`config.mk`:
```
export PLATFORM = sky130hd
export DESIGN_NAME = uart_debug_ctrl
export DESIGN_NICKNAME = d
export VERILOG_FILES = /design/src/rtl/uart_debug_ctrl.sv
export SDC_FILE = /design/constraint.sdc
export NUM_CORES = 1
export LEC_CHECK = 0
export CORE_ASPECT_RATIO = 0.5
export CORE_UTILIZATION = 50
export CTS_CLUSTER_DIAMETER = 30
export DETAILED_ROUTE_END_ITERATION = 8
export GPL_TIMING_DRIVEN = 0
export MAX_ROUTING_LAYER = met4
export PLACE_DENSITY_LB_ADDON = 0.3
export SYNTH_ARGS = -nofsm -noshare
export SYNTH_HDL_FRONTEND = slang
export SYNTH_SLANG_ARGS = --single-unit
```
`constraint.sdc`:
```
create_clock -name clk -period 4.4 [get_ports clk]
set_input_delay 0.66 -clock clk [delete_from_list [all_inputs] [get_ports clk]]
set_output_delay 0.66 -clock clk [all_outputs]
set_load 0.02 [all_outputs]
```
`src/rtl/uart_debug_ctrl.sv`:
```
// uart_debug_ctrl: UART command parser driving core halt, counted stepping, timed soft reset and joypad override
`timescale 1ns/1ps
module uart_debug_ctrl #(
  parameter int KEY_WIDTH = 8,
  parameter int RST_CYCLES = 256,
  parameter int TIMEOUT = 1200000,
  parameter bit HALT_ON_RESET = 1'b0
) (
  input  logic                 clk,
  input  logic                 rst_n,
  input  logic                 rx_valid,
  input  logic [7:0]           rx_byte,
  output logic                 tx_valid,
  output logic [7:0]           tx_byte,
  input  logic                 tx_ready,
  input  logic                 core_tick,
  output logic                 halt,
  output logic                 core_rst,
  input  logic [KEY_WIDTH-1:0] key_in,
  output logic [KEY_WIDTH-1:0] key_out,
  output logic                 busy
);
  localparam int RW = $clog2(RST_CYCLES + 1);
  localparam int TW = $clog2(TIMEOUT + 1);
  typedef enum logic [2:0] {IDLE, ARG, STEP, RESET, RESP} state_t;
  state_t state, state_nx;
  logic halt_nx, core_rst_nx, tx_valid_nx, ovr_en, ovr_en_nx, op_key, op_key_nx, rep;
  logic [7:0] tx_byte_nx, rep_byte, step_cnt, step_cnt_nx;
  logic [KEY_WIDTH-1:0] ovr_val, ovr_val_nx;
  logic [RW-1:0] rst_cnt, rst_cnt_nx;
  logic [TW-1:0] to_cnt, to_cnt_nx;
  assign key_out = ovr_en ? ovr_val : key_in;
  assign busy = state != IDLE;
  // register every piece of controller state; reset drops core_rst and discards any pending reply
  always_ff @(posedge clk or negedge rst_n) begin
    if (!rst_n) begin
      state    <= IDLE;
      halt     <= HALT_ON_RESET;
      core_rst <= 1'b0;
      tx_valid <= 1'b0;
      tx_byte  <= 8'h00;
      ovr_en   <= 1'b0;
      ovr_val  <= '0;
      op_key   <= 1'b0;
      step_cnt <= 8'd0;
      rst_cnt  <= '0;
      to_cnt   <= '0;
    end else begin
      state    <= state_nx;
      halt     <= halt_nx;
      core_rst <= core_rst_nx;
      tx_valid <= tx_valid_nx;
      tx_byte  <= tx_byte_nx;
      ovr_en   <= ovr_en_nx;
      ovr_val  <= ovr_val_nx;
      op_key   <= op_key_nx;
      step_cnt <= step_cnt_nx;
      rst_cnt  <= rst_cnt_nx;
      to_cnt   <= to_cnt_nx;
    end
  end
  // decode commands per state; any reply loads the tx register and parks in RESP on the same edge
  always_comb begin
    state_nx    = state;
    halt_nx     = halt;
    core_rst_nx = core_rst;
    tx_valid_nx = tx_valid;
    tx_byte_nx  = tx_byte;
    ovr_en_nx   = ovr_en;
    ovr_val_nx  = ovr_val;
    op_key_nx   = op_key;
    step_cnt_nx = step_cnt;
    rst_cnt_nx  = rst_cnt;
    to_cnt_nx   = to_cnt;
    rep         = 1'b0;
    rep_byte    = 8'h00;
    case (state)
      IDLE: if (rx_valid) begin
        case (rx_byte)
          8'h48: begin halt_nx = 1'b1; rep = 1'b1; rep_byte = 8'h4B; end
          8'h52: begin halt_nx = 1'b0; rep = 1'b1; rep_byte = 8'h4B; end
          8'h53, 8'h4B: begin
            op_key_nx = rx_byte == 8'h4B;
            to_cnt_nx = '0;
            state_nx  = ARG;
          end
          8'h6B: begin ovr_en_nx = 1'b0; rep = 1'b1; rep_byte = 8'h4B; end
          8'h58: begin
            core_rst_nx = 1'b1;
            rst_cnt_nx  = RW'(RST_CYCLES);
            state_nx    = RESET;
          end
          8'h3F: begin rep = 1'b1; rep_byte = {4'h5, ovr_en, core_rst, 1'b0, halt}; end
          default: begin rep = 1'b1; rep_byte = 8'h45; end
        endcase
      end
      ARG: if (rx_valid) begin
        if (op_key) begin
          ovr_val_nx = KEY_WIDTH'(rx_byte);
          ovr_en_nx  = 1'b1;
          rep        = 1'b1;
          rep_byte   = 8'h4B;
        end else if (rx_byte == 8'h00) begin
          rep      = 1'b1;
          rep_byte = 8'h4B;
        end else begin
          step_cnt_nx = rx_byte;
          halt_nx     = 1'b0;
          state_nx    = STEP;
        end
      end else if (to_cnt == TW'(TIMEOUT - 1)) begin
        to_cnt_nx = TW'(TIMEOUT);
        rep       = 1'b1;
        rep_byte  = 8'h45;
      end else begin
        to_cnt_nx = to_cnt + 1'b1;
      end
      STEP: begin
        step_cnt_nx = (core_tick && step_cnt != 8'd0) ? step_cnt - 8'd1 : step_cnt;
        if ((core_tick && step_cnt == 8'd1) || (rx_valid && rx_byte == 8'h48)) begin
          halt_nx  = 1'b1;
          rep      = 1'b1;
          rep_byte = 8'h4B;
        end
      end
      RESET: begin
        rst_cnt_nx = (rst_cnt != '0) ? rst_cnt - 1'b1 : rst_cnt;
        if (rst_cnt <= RW'(1)) begin
          core_rst_nx = 1'b0;
          rep         = 1'b1;
          rep_byte    = 8'h4B;
        end
      end
      RESP: if (tx_ready) begin
        tx_valid_nx = 1'b0;
        state_nx    = IDLE;
      end
      default: state_nx = IDLE;
    endcase
    if (rep) begin
      tx_valid_nx = 1'b1;
      tx_byte_nx  = rep_byte;
      state_nx    = RESP;
    end
  end
endmodule

```
==> tab_implementation.tex <==
\begin{tabular}{lr}
\hline
Metric & Value \\
\hline
\multicolumn{2}{l}{\textbf{Yosys}} \\
\quad Simple-gate portion of the synthesized area & 25.1\% \\
\quad Number of warnings printed during yosys synthesis & 0 \\
\quad Top cells by area in the synthesized netlist & sky130\_fd\_sc\_hd\_\_dfrtp\_1, sky130\_fd\_sc\_hd\_\_o21ai\_0, sky130\_fd\_sc\_hd\_\_mux2\_2 \\
\quad Area fraction in compound gates after synthesis & 18.5\% \\
\quad Post-synth EDFFs & 0 \\
\quad Area share of the leading cell type in the synthesized netlist & 42.0\% \\
\quad Top FF cell, synth & sky130\_fd\_sc\_hd\_\_dfrtp\_1 \\
\quad Adder and majority gate portion of the synthesized area & 2.45\% \\
\quad Most used standard cells in the synthesized netlist & sky130\_fd\_sc\_hd\_\_dfrtp\_1, sky130\_fd\_sc\_hd\_\_o21ai\_0, sky130\_fd\_sc\_hd\_\_nor2\_1, sky130\_fd\_sc\_hd\_\_nand2\_1, sky130\_fd\_sc\_hd\_\_a21oi\_1 \\
\quad Mux cell area share after synthesis & 5.88\% \\
\quad Per-instance average area after synthesis & 9.14 µm² \\
\quad Top cell type by total area after synthesis & sky130\_fd\_sc\_hd\_\_dfrtp\_1 \\
\quad Mapped cell area & 3570 µm² \\
\quad Gate Count Post-Synth & 391 \\
\quad Xor-xnor portion of the synthesized cell area & 1.72\% \\
\quad Share of flip-flops with an asynchronous set or reset & 100\% \\
\quad Dominant combinational cell family by area after synthesis & simple AND/OR/NAND/NOR gates \\
\quad Top-count cell post-synth & sky130\_fd\_sc\_hd\_\_dfrtp\_1 \\
\quad Sequential area share after synthesis & 42.0\% \\
\quad Flip-flop and latch count after synthesis & 60 \\
\quad Number of distinct library cell variants in the gate-level netlist after synthesis & 64 \\
\multicolumn{2}{l}{\textbf{Clock tree}} \\
\quad Maximum clock insertion buffer count & 2 \\
\quad Clock sink count & 60 \\
\quad Root Buffer & sky130\_fd\_sc\_hd\_\_clkbuf\_16 \\
\quad Post-CTS clock slew at the launch and capture registers of the worst setup and hold paths & 50 ps \\
\quad Post-cts resize count & 0 \\
\quad Number of clock buffers inserted by TritonCTS & 9 \\
\quad Total setup buffers inserted after CTS & 0 \\
\quad Total number of H-tree levels & 3 \\
\quad Worst-skew pair later-pin latency & 330 ps \\
\quad CTS Hold Buffers Added & 0 \\
\quad TritonCTS clock tree & yes \\
\multicolumn{2}{l}{\textbf{Route}} \\
\quad Final Routed Wirelength & 8410 µm \\
\quad DRC violation total after the first TritonRoute iteration & 280 \\
\quad Avg Vias per Cell & 5.90 \\
\quad Final routed DRC violation total & 0 \\
\quad First-pass DRT Iterations & 4 \\
\quad Remaining antenna violation count after routing & 0 \\
\quad Per-cell routed wire length & 15.7 µm \\
\quad Number of vias in the routed layout & 3,166 \\
\multicolumn{2}{l}{\textbf{Placement}} \\
\quad Area of placed instances & 4070 µm² \\
\quad DP Worst Slack & 1280 ps \\
\quad Number of cells in the design after placement & 521 \\
\quad Buffers on Ports & 36 \\
\quad Half-perimeter wire length after placement & 5930 µm \\
\quad Final weighted congestion in routability-driven placement & 0.848 \\
\multicolumn{2}{l}{\textbf{Layout}} \\
\quad Ant diodes & 0 \\
\quad Layout Cells excl Fill & 537 \\
\quad Layout net count & 468 \\
\quad Layout cell share with drive strength beyond 1 & 12.8\% \\
\quad Final non-filler cell area & 4390 µm² \\
\quad Synthesis-to-layout area growth & 22.8\% \\
\quad Final-layout fill cell count & 588 \\
\multicolumn{2}{l}{\textbf{Setup path}} \\
\quad Required @ worst endpoint & 4640 ps \\
\quad Worst reg2reg startpoint & state[2] \\
\quad R2R Setup Slk & 2000 ps \\
\quad Worst-path cell chain & clkdlybuf4s50\_1, nor4b\_2, a41oi\_2, a211o\_1, or3\_1, o21ai\_0 \\
\quad Logic depth of the worst register-to-register path & 7 \\
\quad Worst stage delay on the critical path & 620 ps \\
\quad Setup CP Type & input port to flip-flop \\
\quad Critical Path Fanout Max & 8 \\
\quad Launching element type of the critical path & input port \\
\quad Sort of element at the end of the critical path & flip-flop \\
\quad Data arrival time of the worst path & 3040 ps \\
\quad Critical Path Slowest Stage Cell & sky130\_fd\_sc\_hd\_\_clkdlybuf4s50\_1 \\
\quad Worst reg2reg path endpoint & tx\_byte[2] \\
\multicolumn{2}{l}{\textbf{Power}} \\
\quad Maximum VDD drop & 0.247 mV \\
\quad Leakage power figure & 0.00183 µW \\
\quad Pwr per Cell Area & 353 nW/µm² \\
\multicolumn{2}{l}{\textbf{Worst hold path}} \\
\quad Worst min-delay path class & input port to async pin \\
\multicolumn{2}{l}{\textbf{Floorplan}} \\
\quad Number of I/O pins & 41 \\
\quad Vertical die dimension & 61.8 µm \\
\quad Chip width & 122 µm \\
\quad Core area & 6810 µm² \\
\quad Starting Density & 52.5\% \\
\quad Area of the die & 7510 µm² \\
\quad Row Count & 21 \\
\multicolumn{2}{l}{\textbf{Global route}} \\
\quad Largest net degree at the start of global routing & 41 \\
\quad Number of global-route vias before repair & 2,775 \\
\quad First-pass GRT wire length & 13,700 µm \\
\quad Residual overflow from global routing & 0 \\
\quad Antenna violations before repair & 0 \\
\quad Combined global-route utilization of all metal layers & 25.0\% \\
\multicolumn{2}{l}{\textbf{STA}} \\
\quad Fin Setup TNS & 0 ps \\
\quad Headroom to the max-slew limit & 38.6\% \\
\quad Ratio of final minimum period to clock period & 63.6\% \\
\quad RSZ-0062 raised after global routing & no \\
\quad Slew of the pin with the lowest slew margin & 915 ps \\
\quad Number of slew-limit violations in the final report & 0 \\
\quad Final hold viol count & 0 \\
\quad Worst Slack Setup Final & 1600 ps \\
\quad Final Critical Period & 2800 ps \\
\quad Maximum clock frequency & 357 MHz \\
\quad Worst Skew & 4.14 ps \\
\quad Setup-violating endpoint count in the final report & 0 \\
\multicolumn{2}{l}{\textbf{Flow run}} \\
\quad Max-cap violations & 0 \\
\multicolumn{2}{l}{\textbf{Outcome}} \\
\quad Outcome & completed \\
\hline
\end{tabular}
## critical path, delay by kind of cell
kind | cells | cell delay [ps]
AND/OR/NAND/NOR | 2 | 910
buffers and inverters | 1 | 620
AO/OA/AOI/OAI | 3 | 850
## cells by family after synthesis
group	Yosys count
buffers and inverters	34
AO/OA/AOI/OAI	105
other	1
AND/OR/NAND/NOR	158
flip-flops	60
multiplexers	19
XOR/XNOR	7
adder cells (fa/ha/maj)	7
## layout by cell type, fill, tap and decap left out, types with 7 or more instances in the layout
cell type                         instances
sky130_fd_sc_hd__a21oi_1                 21
sky130_fd_sc_hd__a31oi_1                  9
sky130_fd_sc_hd__clkbuf_1                12
sky130_fd_sc_hd__clkbuf_16                9
sky130_fd_sc_hd__clkdlybuf4s50_1         35
sky130_fd_sc_hd__dfrtp_1                 60
sky130_fd_sc_hd__ha_1                     7
sky130_fd_sc_hd__inv_1                   16
sky130_fd_sc_hd__mux2_2                  16
sky130_fd_sc_hd__nand2_1                 32
sky130_fd_sc_hd__nand3_1                 15
sky130_fd_sc_hd__nand4_1                 13
sky130_fd_sc_hd__nor2_1                  33
sky130_fd_sc_hd__nor3_1                  14
sky130_fd_sc_hd__o21ai_0                 42
sky130_fd_sc_hd__or3_1                    9
## per-layer routing
metal / share of wire, % / track usage [%]
met1: 48 / 33.3
met2: 45 / 37.0
met3: 5.2 / 7.03
met4: 1.4 / 8.64
met5: 0 / -
## through the flow
| step | util (%) | hold WS (ps) | power (µW) |
|---|---|---|---|
| 2_1_floorplan | - | 364 | 714 |
| 3_3_place_gp | 59.5 | 451 | 796 |
| 3_5_place_dp | 59.8 | 453 | 800 |
| 4_1_cts | 64.4 | 303 | 1560 |
| 5_1_grt | 64.4 | 324 | 1600 |
| 6_report | 64.4 | 297 | 1550 |
## report_power, final
part	total (µW)	leakage, µW	internal [µW]	switching, µW
registers	611	0.000739	583	28.5
clock network	754	0.000153	510	244
logic	182	0.000939	82.8	98.8
## sequential cells by signal (all words and copies together) (netlist names)
signal / count
halt: 1
ovr_val: 8
op_key: 1
state: 3
step_cnt: 8
tx_valid: 1
rst_cnt: 9
to_cnt: 21
ovr_en: 1
tx_byte: 6
core_rst: 1
## cell type report
type,instances,area [µm²],share of cell area (%)
well taps,92,115,2.62
clock buffers,12,246,5.62
multi-input cells,298,1920,43.9
plain buffers,18,91.3,2.08
repair buffers,37,375,8.56
inverters,16,60.1,1.37
flip-flops and latches,60,1500,34.2
clock inverters,4,72.6,1.65
## how the worst max path moves through the flow
stage            endpoint  slack, ps        from
5_1_grt          state[1]       1310  rx_byte[0]
3_5_place_dp    to_cnt[3]       1280  rx_byte[6]
4_1_cts         to_cnt[3]       1620  rx_byte[6]
6_report       to_cnt[13]       1600  rx_byte[6]
3_3_place_gp   to_cnt[18]        750       rst_n
2_1_floorplan  tx_byte[0]       2070  rx_byte[3]
No activity file was read; power rests on OpenSTA's default activity.
